[config.mk]
export PLATFORM = sky130hd
export DESIGN_NAME = sata_rx_prim_decode
export DESIGN_NICKNAME = d
export VERILOG_FILES = /design/src/rtl/sata_prim_pkg.sv /design/src/rtl/sata_prim_lookup.sv /design/src/rtl/sata_rx_prim_decode.sv
export SDC_FILE = /design/constraint.sdc
export NUM_CORES = 1
export LEC_CHECK = 0
export ABC_AREA = 1
export CAP_MARGIN = 0
export CORE_MARGIN = 8
export CORE_UTILIZATION = 25
export CTS_CLUSTER_SIZE = 20
export DETAILED_ROUTE_END_ITERATION = 10
export GPL_TIMING_DRIVEN = 0
export HOLD_SLACK_MARGIN = 0.03
export PLACE_DENSITY = 0.55
export SETUP_SLACK_MARGIN = 0.1
export SYNTH_ARGS = -nofsm -noshare
export SYNTH_HDL_FRONTEND = slang
export SYNTH_HIERARCHICAL = 1
export SYNTH_SLANG_ARGS = --single-unit
[constraint.sdc]
create_clock -name phyclk -period 2.4 [get_ports phyclk]
set_input_delay 0.48 -clock phyclk [delete_from_list [all_inputs] [get_ports phyclk]]
set_output_delay 0.48 -clock phyclk [all_outputs]
set_load 0.01 [all_outputs]
[src/rtl/sata_prim_pkg.sv]
// Shared SATA receive primitive definitions: dword encodings, decoded primitive codes
// and the decoder's framing states.
package sata_prim_pkg;

  localparam int unsigned PRIM_CODE_W = 5;
  localparam int unsigned DWORD_W     = 32;

  // Primitive dwords as seen on the wire, byte0 (the K28.x character) in bits 7:0
  localparam logic [DWORD_W-1:0] P_ALIGN   = 32'h7B4A_4ABC;
  localparam logic [DWORD_W-1:0] P_SYNC    = 32'hB5B5_957C;
  localparam logic [DWORD_W-1:0] P_X_RDY   = 32'h5757_B57C;
  localparam logic [DWORD_W-1:0] P_R_RDY   = 32'h4A4A_957C;
  localparam logic [DWORD_W-1:0] P_R_IP    = 32'h5555_B57C;
  localparam logic [DWORD_W-1:0] P_R_OK    = 32'h3535_B57C;
  localparam logic [DWORD_W-1:0] P_R_ERR   = 32'h5656_B57C;
  localparam logic [DWORD_W-1:0] P_SOF     = 32'h3737_B57C;
  localparam logic [DWORD_W-1:0] P_EOF     = 32'hD5D5_B57C;
  localparam logic [DWORD_W-1:0] P_HOLD    = 32'hD5D5_AA7C;
  localparam logic [DWORD_W-1:0] P_HOLDA   = 32'h9595_AA7C;
  localparam logic [DWORD_W-1:0] P_WTRM    = 32'h5858_B57C;
  localparam logic [DWORD_W-1:0] P_CONT    = 32'h9999_AA7C;
  localparam logic [DWORD_W-1:0] P_DMAT    = 32'h3636_B57C;
  localparam logic [DWORD_W-1:0] P_PMREQ_P = 32'h1717_B57C;
  localparam logic [DWORD_W-1:0] P_PMREQ_S = 32'h7575_957C;
  localparam logic [DWORD_W-1:0] P_PMACK   = 32'h9595_957C;
  localparam logic [DWORD_W-1:0] P_PMNAK   = 32'hF5F5_957C;

  typedef enum logic [PRIM_CODE_W-1:0] {
    PRIM_NONE    = 5'd0,
    PRIM_UNKNOWN = 5'd1,
    PRIM_ALIGN   = 5'd2,
    PRIM_SYNC    = 5'd3,
    PRIM_X_RDY   = 5'd4,
    PRIM_R_RDY   = 5'd5,
    PRIM_R_IP    = 5'd6,
    PRIM_R_OK    = 5'd7,
    PRIM_R_ERR   = 5'd8,
    PRIM_SOF     = 5'd9,
    PRIM_EOF     = 5'd10,
    PRIM_HOLD    = 5'd11,
    PRIM_HOLDA   = 5'd12,
    PRIM_WTRM    = 5'd13,
    PRIM_CONT    = 5'd14,
    PRIM_DMAT    = 5'd15,
    PRIM_PMREQ_P = 5'd16,
    PRIM_PMREQ_S = 5'd17,
    PRIM_PMACK   = 5'd18,
    PRIM_PMNAK   = 5'd19
  } prim_e;

  typedef enum logic [1:0] {
    ST_IDLE       = 2'd0,
    ST_FRAME      = 2'd1,
    ST_IDLE_CONT  = 2'd2,
    ST_FRAME_CONT = 2'd3
  } state_e;

  // Frame-ness survives a CONT run so the exit primitive is handled in the right context
  function automatic logic is_frame_state(input state_e s);
    return (s == ST_FRAME) || (s == ST_FRAME_CONT);
  endfunction

  function automatic logic is_cont_state(input state_e s);
    return (s == ST_IDLE_CONT) || (s == ST_FRAME_CONT);
  endfunction

endpackage

[src/rtl/sata_prim_lookup.sv]
// Combinational classifier: maps a received dword and its K flag to a primitive code.
// Non-K dwords give PRIM_NONE; K dwords with no exact match give PRIM_UNKNOWN.
module sata_prim_lookup
  import sata_prim_pkg::*;
(
  input  logic [DWORD_W-1:0] rxdata,
  input  logic               rxdatak,
  output prim_e              prim_c
);

  always_comb begin
    prim_c = PRIM_NONE;
    if (rxdatak) begin
      case (rxdata)
        P_ALIGN:   prim_c = PRIM_ALIGN;
        P_SYNC:    prim_c = PRIM_SYNC;
        P_X_RDY:   prim_c = PRIM_X_RDY;
        P_R_RDY:   prim_c = PRIM_R_RDY;
        P_R_IP:    prim_c = PRIM_R_IP;
        P_R_OK:    prim_c = PRIM_R_OK;
        P_R_ERR:   prim_c = PRIM_R_ERR;
        P_SOF:     prim_c = PRIM_SOF;
        P_EOF:     prim_c = PRIM_EOF;
        P_HOLD:    prim_c = PRIM_HOLD;
        P_HOLDA:   prim_c = PRIM_HOLDA;
        P_WTRM:    prim_c = PRIM_WTRM;
        P_CONT:    prim_c = PRIM_CONT;
        P_DMAT:    prim_c = PRIM_DMAT;
        P_PMREQ_P: prim_c = PRIM_PMREQ_P;
        P_PMREQ_S: prim_c = PRIM_PMREQ_S;
        P_PMACK:   prim_c = PRIM_PMACK;
        P_PMNAK:   prim_c = PRIM_PMNAK;
        default:   prim_c = PRIM_UNKNOWN;
      endcase
    end
  end

endmodule

[src/rtl/sata_rx_prim_decode.sv]
// Per-port receive primitive decoder: drops ALIGN, expands CONT runs, tracks SOF/EOF
// framing and presents registered primitive/payload outputs to the link layer.
module sata_rx_prim_decode
  import sata_prim_pkg::*;
#(
  parameter int unsigned C_PRIM_W = PRIM_CODE_W
) (
  input  logic                phyclk,
  input  logic                phyreset,
  input  logic                linkup,
  input  logic [DWORD_W-1:0]  rxdata,
  input  logic                rxdatak,
  output logic [C_PRIM_W-1:0] prim,
  output logic                prim_valid,
  output logic [DWORD_W-1:0]  data,
  output logic                data_valid,
  output logic                sof,
  output logic                eof,
  output logic                err_unknown,
  output logic                err_stray
);

  prim_e              code_c;
  state_e             state_q, state_d;
  prim_e              last_prim_q, last_prim_d;
  prim_e              prim_d;
  logic               prim_valid_d;
  logic [DWORD_W-1:0] data_d;
  logic               data_valid_d;
  logic               sof_d;
  logic               eof_d;
  logic               err_unknown_d;
  logic               err_stray_d;
  logic               in_frame;
  logic               in_cont;

  sata_prim_lookup u_lookup (
    .rxdata  (rxdata),
    .rxdatak (rxdatak),
    .prim_c  (code_c)
  );

  // Next-state and next-output decode
  always_comb begin
    state_d       = state_q;
    last_prim_d   = last_prim_q;
    prim_d        = PRIM_NONE;
    prim_valid_d  = 1'b0;
    data_d        = data;
    data_valid_d  = 1'b0;
    sof_d         = 1'b0;
    eof_d         = 1'b0;
    err_unknown_d = 1'b0;
    err_stray_d   = 1'b0;
    in_frame      = is_frame_state(state_q);
    in_cont       = is_cont_state(state_q);

    if (!linkup) begin
      state_d     = ST_IDLE;
      last_prim_d = PRIM_NONE;
    end else if (code_c == PRIM_ALIGN) begin
      // ALIGN is invisible: outputs idle, state and last_prim untouched
    end else if (code_c == PRIM_UNKNOWN) begin
      prim_d        = PRIM_UNKNOWN;
      err_unknown_d = 1'b1;
    end else if (code_c == PRIM_NONE) begin
      if (in_cont) begin
        // Scrambled filler under CONT stands for the last primitive
        prim_d       = last_prim_q;
        prim_valid_d = (last_prim_q != PRIM_NONE);
      end else if (in_frame) begin
        data_d       = rxdata;
        data_valid_d = 1'b1;
      end else begin
        err_stray_d = 1'b1;
      end
    end else if (code_c == PRIM_CONT) begin
      state_d      = in_frame ? ST_FRAME_CONT : ST_IDLE_CONT;
      prim_d       = last_prim_q;
      prim_valid_d = (last_prim_q != PRIM_NONE);
    end else if (in_frame) begin
      state_d = ST_FRAME;
      if (code_c == PRIM_SOF) begin
        // Nested SOF is a protocol violation; keep the current frame open
        prim_d        = PRIM_UNKNOWN;
        err_unknown_d = 1'b1;
      end else begin
        prim_d       = code_c;
        prim_valid_d = 1'b1;
        last_prim_d  = code_c;
        if (code_c == PRIM_EOF) begin
          eof_d   = 1'b1;
          state_d = ST_IDLE;
        end else if (code_c == PRIM_SYNC) begin
          state_d = ST_IDLE;
        end
      end
    end else begin
      prim_d       = code_c;
      prim_valid_d = 1'b1;
      last_prim_d  = code_c;
      if (code_c == PRIM_SOF) begin
        sof_d   = 1'b1;
        state_d = ST_FRAME;
      end else begin
        state_d = ST_IDLE;
      end
    end
  end

  always_ff @(posedge phyclk or posedge phyreset) begin
    if (phyreset) begin
      state_q     <= ST_IDLE;
      last_prim_q <= PRIM_NONE;
      prim        <= C_PRIM_W'(PRIM_NONE);
      prim_valid  <= 1'b0;
      data        <= '0;
      data_valid  <= 1'b0;
      sof         <= 1'b0;
      eof         <= 1'b0;
      err_unknown <= 1'b0;
      err_stray   <= 1'b0;
    end else begin
      state_q     <= state_d;
      last_prim_q <= last_prim_d;
      prim        <= C_PRIM_W'(prim_d);
      prim_valid  <= prim_valid_d;
      data        <= data_d;
      data_valid  <= data_valid_d;
      sof         <= sof_d;
      eof         <= eof_d;
      err_unknown <= err_unknown_d;
      err_stray   <= err_stray_d;
    end
  end

endmodule
## After elaboration in Yosys (flattened, before gate mapping)

Cells that the tools add are included.

| operators by class | value |
|---|---|
| equality and inequality tests | 32 |
| muxes and demuxes | 69 |
| reduce and logical (&&, ||, !) cells | 7 |
| bitwise operators | 3 |

Operator list:

| cell | count |
|---|---|
| equality test 32 x 31 -> 1 bit, second input constant | 7 |
| equality test 32 bit, second input constant | 7 |
| equality test 32 x 30 -> 1 bit, second input constant | 3 |
| case mux 5 bit (18 select lines) | 1 |
| 2-to-1 mux 5 bit | 16 |
| 2-to-1 mux 1 bit | 46 |
| equality test 32 x 29 -> 1 bit, second input constant | 1 |
| equality test 5 x 4 -> 1 bit, second input constant | 3 |
| 2-to-1 mux 2 bit | 6 |
| equality test 5 x 2 -> 1 bit, second input constant | 2 |
| inequality test 2 bit, second input constant | 4 |
| AND reduction 6 bit | 1 |
| equality test 5 x 1 -> 1 bit, second input constant | 1 |
| logical NOT 5 bit | 1 |
| AND reduction 5 bit | 1 |
| nonzero test 5 bit | 1 |
| equality test 2 bit, second input constant | 2 |
| inequality test 3 bit, second input constant | 1 |
| NOT 1 bit | 3 |
| AND reduction 3 bit | 1 |
| equality test 2 x 1 -> 1 bit, second input constant | 1 |
| logical OR 1 bit | 2 |

| storage, ports and cells | value |
|---|---|
| logic and storage cells | 121 |
| input port bits | 36 |
| flip-flop bits (word level) | 50 |

## Logic depth before layout (Yosys ltp)

| logic depth | value |
|---|---|
| depth after elaboration | 13 |
| depth in mapped cells | 22 |

## By module

Netlist, hierarchy kept.

Modules (own cells, without submodules):

| module | cells an instance | area each (µm²) | seq. area each (µm²) | instances |
|---|---|---|---|---|
| sata_rx_prim_decode | 256 | 2,148.3 | 1,251.2 | 1 |
| sata_prim_lookup | 221 | 958.4 | 0.0 | 1 |

## Worst setup path before layout

OpenSTA, ideal clock, no wires.

| path | value |
|---|---|
| path type | input -> register |
| start | in rxdata[3] |
| end | reg data[0] |
| stages | 20 |
| setup slack | 67 ps |
| buffers on the path | 2 |
| setup time | 116 ps |
| data arrival time | 2,216 ps |
| cell sequence | nand2_1 inv_1 nand2_1 nor2_4 nand2_1 nor2_1 nor2_2 nand2_2 nor2_2 nand2_2 nand2_2 nor2_1 buf_4 nor2_2 nand3_2 nor3_2 nand2_2 buf_2 nand2_1 nand2_1 |

| on the way | value |
|---|---|
| cells in the longest elaborated chain, start to end | 6 |
| elaborated cells on any way between the ends | 26 |
| classes of those cells | eq/ne: 20; mux: 2; bitwise: 2; reduce/logical: 2 |

Ends and longest elaborated chain:

| what | line | RTL |
|---|---|---|
| start: declaration | sata_rx_prim_decode.sv:11 | `input logic [DWORD_W-1:0] rxdata,` |
| equality test 32 bit (tied with other cells) | sata_prim_lookup.sv:14 | `case (rxdata)` |
| case mux 5 bit (18 select lines) (*) | sata_prim_lookup.sv:14 |  |
| 2-to-1 mux 5 bit (*) | sata_prim_lookup.sv:13 | `if (rxdatak) begin` |
| via code_c[1] | sata_rx_prim_decode.sv:23 | `prim_e code_c;` |
| equality test 5 x 1 -> 1 bit or equality test 5 x 2 -> 1 bit (tied branches) | sata_rx_prim_decode.sv:63, sata_rx_prim_decode.sv:61 |  |
| NOT 1 bit (no line) | n/a |  |
| AND reduction 6 bit (no line) (*) | n/a |  |
| end signal: assignment | sata_rx_prim_decode.sv:128 | `data <= data_d;` |
| end: declaration | sata_rx_prim_decode.sv:15 | `output logic [DWORD_W-1:0] data,` |

The timed path passes the listed nets; every way through them passes the cells marked *.
A chain may end at the register's enable or synchronous reset.

## Worst setup path in the final report

| path | value |
|---|---|
| start | in rxdata[28] |
| end | reg data[25] |

The elaborated chain is that of the path after synthesis.

==> results.py <==
metrics = {
    "sta": {
        "fmax_ghz": 0.416,
        "relSlewSlack_pct": 74.1,
        "holdWs_ns": 0.404,
        "hold_viol": 0,
        "tightest_slew_ns": 0.388,
        "final_max_slew_viol_count": 0,
        "post-route-min-period_ns": 2.41,
        "rsz0062_at_grt": "yes",
        "setup_violations": 9,
        "min_period_over_period_pct": 100,
        "fin_tns_setup_ns": -0.0190,
        "fin_skew_ns": 0.00601,
        "setup_slack_ns": -0.00515,
    },
    "pwr": {
        "pwr-share-clk_pct": 38.7,
        "cellPowerDensity_mw_per_mm2": 384,
        "swShare_pct": 25.5,
        "intPower_mw": 1.54,
        "seqPwrFrac_pct": 42.9,
        "p_leak_nw": 2.63,
        "total_power_mw": 2.07,
        "ir_drop_mv": 0.210,
        "combPwrFrac_pct": 18.4,
        "p_sw_mw": 0.528,
    },
    "routing": {
        "num_vias": 3429,
        "drt_iter0_drc": 254,
        "firstDrtPassIters": 5,
        "wl_per_cell_um": 14.0,
        "totalWireLength_um": 10800,
        "drt.antenna.violating_nets": 0,
        "drc": 0,
        "avgViaCountPerCell": 4.45,
    },
    "global_routing": {
        "grt_max_degree": 37,
        "overflow": 0,
        "antenna_found_initial": 0,
        "grt_pass1_wl_um": 17200,
        "first_global_vias": 3426,
        "grt_usage_pct": 13.0,
    },
    "place": {
        "dp.cells": 724,
        "numPortBuffers": 78,
        "post-place-ws_ns": -0.970,
        "hpwl_um": 7610,
        "dpl_cell_area_mm2": 0.00419,
        "globalplace.congestion": 0.853,
    },
    "yosys": {
        "yosysMostFrequentCell": "nand2_1",
        "synth_top_cell_area_share_pct": 40.3,
        "synthesis.nets": 513,
        "synth_cell_types": 27,
        "ys_warn_count": 6,
        "synthCells": 477,
        "synthTopCellsByArea": "dfrtp_1, nand2_1, nor2_1",
        "yosys.area.top_type": "dfrtp_1",
        "async_reset_ff_share_pct": 100,
        "yosys_register_bits": 50,
        "syn_area_mm2": 0.00311,
        "synthFlopType": "dfrtp_1",
        "ys_seq_area_share_pct": 40.3,
        "synthTopCellsByCount": "nand2_1, nor2_1, inv_1",
        "synth_area_per_cell_um2": 6.51,
        "synth_edf_count": 0,
    },
    "clock_tree": {
        "clk_pin_slew_ns": 0.06,
        "cts.sink_count": 50,
        "ctsHoldBuffers": 0,
        "insertion_delay_ns": 0.29,
        "root_buffer": "clkbuf_16",
        "clock_path_buffers": 2,
        "cts_made_buffers": 5,
        "cts_tree": "yes",
        "htreeDepth": 2,
    },
    "worst_setup_path": {
        "start_kind": "input pin",
        "regToRegStartpoint": "state_q[0]$_DFFE_PP0P_",
        "rrSetupSlack_ns": 1.02,
        "critPathBufInv": 5,
        "slowest_delay_ns": 0.17,
        "rr_endpoint": "data[25]$_DFFE_PP0P_",
        "crit_type": "in2reg",
        "crit_required_ns": 2.58,
        "end_kind": "flip-flop",
        "worst_path_max_delay_cell": "buf_6",
        "crit_family": "simple AND/OR/NAND/NOR gates",
        "cp_max_fo": 5,
        "rr_worst_depth": 7,
        "path_cells": "buf_8, nand2_4, inv_4, nand2_4, nor2_4, nor2_2, nor2_2, nor2_1, nand2_1, nor2_2, nand2_2, nand2_2, nor2_1, buf_4, nor2_4, nand3_2, nor3_2, nand2_2, buf_6, buf_6, nand2_2, nand2_2",
        "worstPathArrival_ns": 2.59,
        "crit_top_cell": "nand2_2",
    },
    "worst_hold_path": {
        "hp-class": "in2reg",
        "min-delay-start": "rxdata[3]",
        "whs_endpoint": "data[3]$_DFFE_PP0P_",
        "min_path_cells": 3,
    },
    "final_layout": {
        "fin_util_pct": 44.6,
        "diodes": 0,
        "drive_above_1_share_pct": 48.3,
        "area_growth_pct": 73.3,
        "final_nets": 637,
        "stdcell_count": 770,
        "design_area_mm2": 0.00539,
    },
    "die": {
        "die_w_um": 127,
        "core-area_mm2": 0.0121,
        "fp.dieH_um": 127,
        "die-area_mm2": 0.0162,
        "ios": 79,
        "initial_utilization_pct": 25.8,
        "placementRows": 40,
    },
    "run": {
        "drv_cap": 0,
    },
    "run_status": {
        "violations": "negative setup slack",
        "status": "complete, but fails checks",
    },
}
==> worst reg2reg max path, stage by stage (launching register included) <==
cell     delay, ns
dfrtp_1       0.47
inv_1         0.11
nor3_2        0.18
nand2_2       0.12
buf_6         0.17
buf_6         0.14
nand2_2       0.06
nand2_2       0.04
==> routing by layer <==
| layer | GRT usage (%) | vias up | wire length [µm] |
|---|---|---|---|
| met5 | 0 | - | 0 |
| met4 | 3.78 | 0 | 139 |
| met3 | 2.29 | 13 | 622 |
| met2 | 21.8 | 92 | 5300 |
| met1 | 16.8 | 1634 | 4700 |
| li1 | - | 1690 | - |
==> placed cells by master, fill, tap and decap left out, types with 2 or more instances in the layout <==
cell type	synthesis	final
o21ai_2	0	4
inv_4	1	6
inv_2	10	27
nand3_4	0	3
nand3_2	4	7
buf_2	5	2
nor3_1	8	3
o211ai_1	3	3
nand2_2	7	70
o21ai_1	1	2
clkdlybuf4s50_1	0	46
buf_6	3	34
nand3_1	22	16
nor2_2	20	24
dfrtp_1	50	50
nor3_2	1	5
buf_4	1	33
nand2_4	0	20
nor2_1	65	29
a21oi_1	5	5
nand2_1	201	118
nand4_1	4	4
buf_12	0	3
clkbuf_16	0	5
inv_1	52	29
buf_8	0	8
clkbuf_1	0	2
nor2_4	3	35
==> power by group through the flow <==
stage	Combinational [mW]	Clock, mW	Sequential, mW
after CTS	0.339	0.825	0.886
after floorplan	0.110	0	0.911
after detailed placement	0.295	0	0.900
after global placement	0.288	0	0.899
after global routing	0.415	0.863	0.889
final	0.382	0.800	0.887
==> sequential cells by signal, summed over array words and instances, names as in the netlist <==
signal / cells
last_prim_q: 5
eof: 1
prim: 5
data_valid: 1
prim_valid: 1
sof: 1
err_unknown: 1
data: 32
err_stray: 1
state_q: 2
==> how the worst max path moves through the flow <==
stage,cells past startpoint,slack (ns),to,startpoint
finish,22,-0.005,data[25]$_DFFE_PP0P_,rxdata[28]
global route,22,-0.15,data[27]$_DFFE_PP0P_,rxdata[28]
CTS,22,0.05,data[23]$_DFFE_PP0P_,rxdata[2]
detailed placement,23,-0.97,data[4]$_DFFE_PP0P_,rxdata[16]
global placement,17,-0.95,last_prim_q[1]$_DFFE_PP0P_,rxdata[1]
floorplan,22,0.10,data[0]$_DFFE_PP0P_,rxdata[14]
==> final cells by class <==
cell class | instances | area [µm²]
flip-flops and latches | 50 | 1250
well taps | 168 | 210
clock buffers | 7 | 133
fillers | 1187 | 6680
clock inverters | 1 | 30.0
multi-input cells | 355 | 2220
plain buffers | 9 | 91.3
inverters | 63 | 259
repair buffers | 117 | 1190
==> timing repair <==
item | CTS | global route
endpoints found under the setup margin | 50 | 48
pin swaps | 96 | 26
setup buffers | 27 | 7
resized for setup | 304 | 110
cloned | 4 | 0
==> kinds of logic after synthesis <==
| kind of cell | synth area share, % |
|---|---|
| AND/OR/NAND/NOR | 45.9 |
| buffers and inverters | 9.83 |
| flip-flops | 40.3 |
| AO/OA/AOI/OAI | 3.99 |
Note: power is estimated with default switching activity, not from simulation.
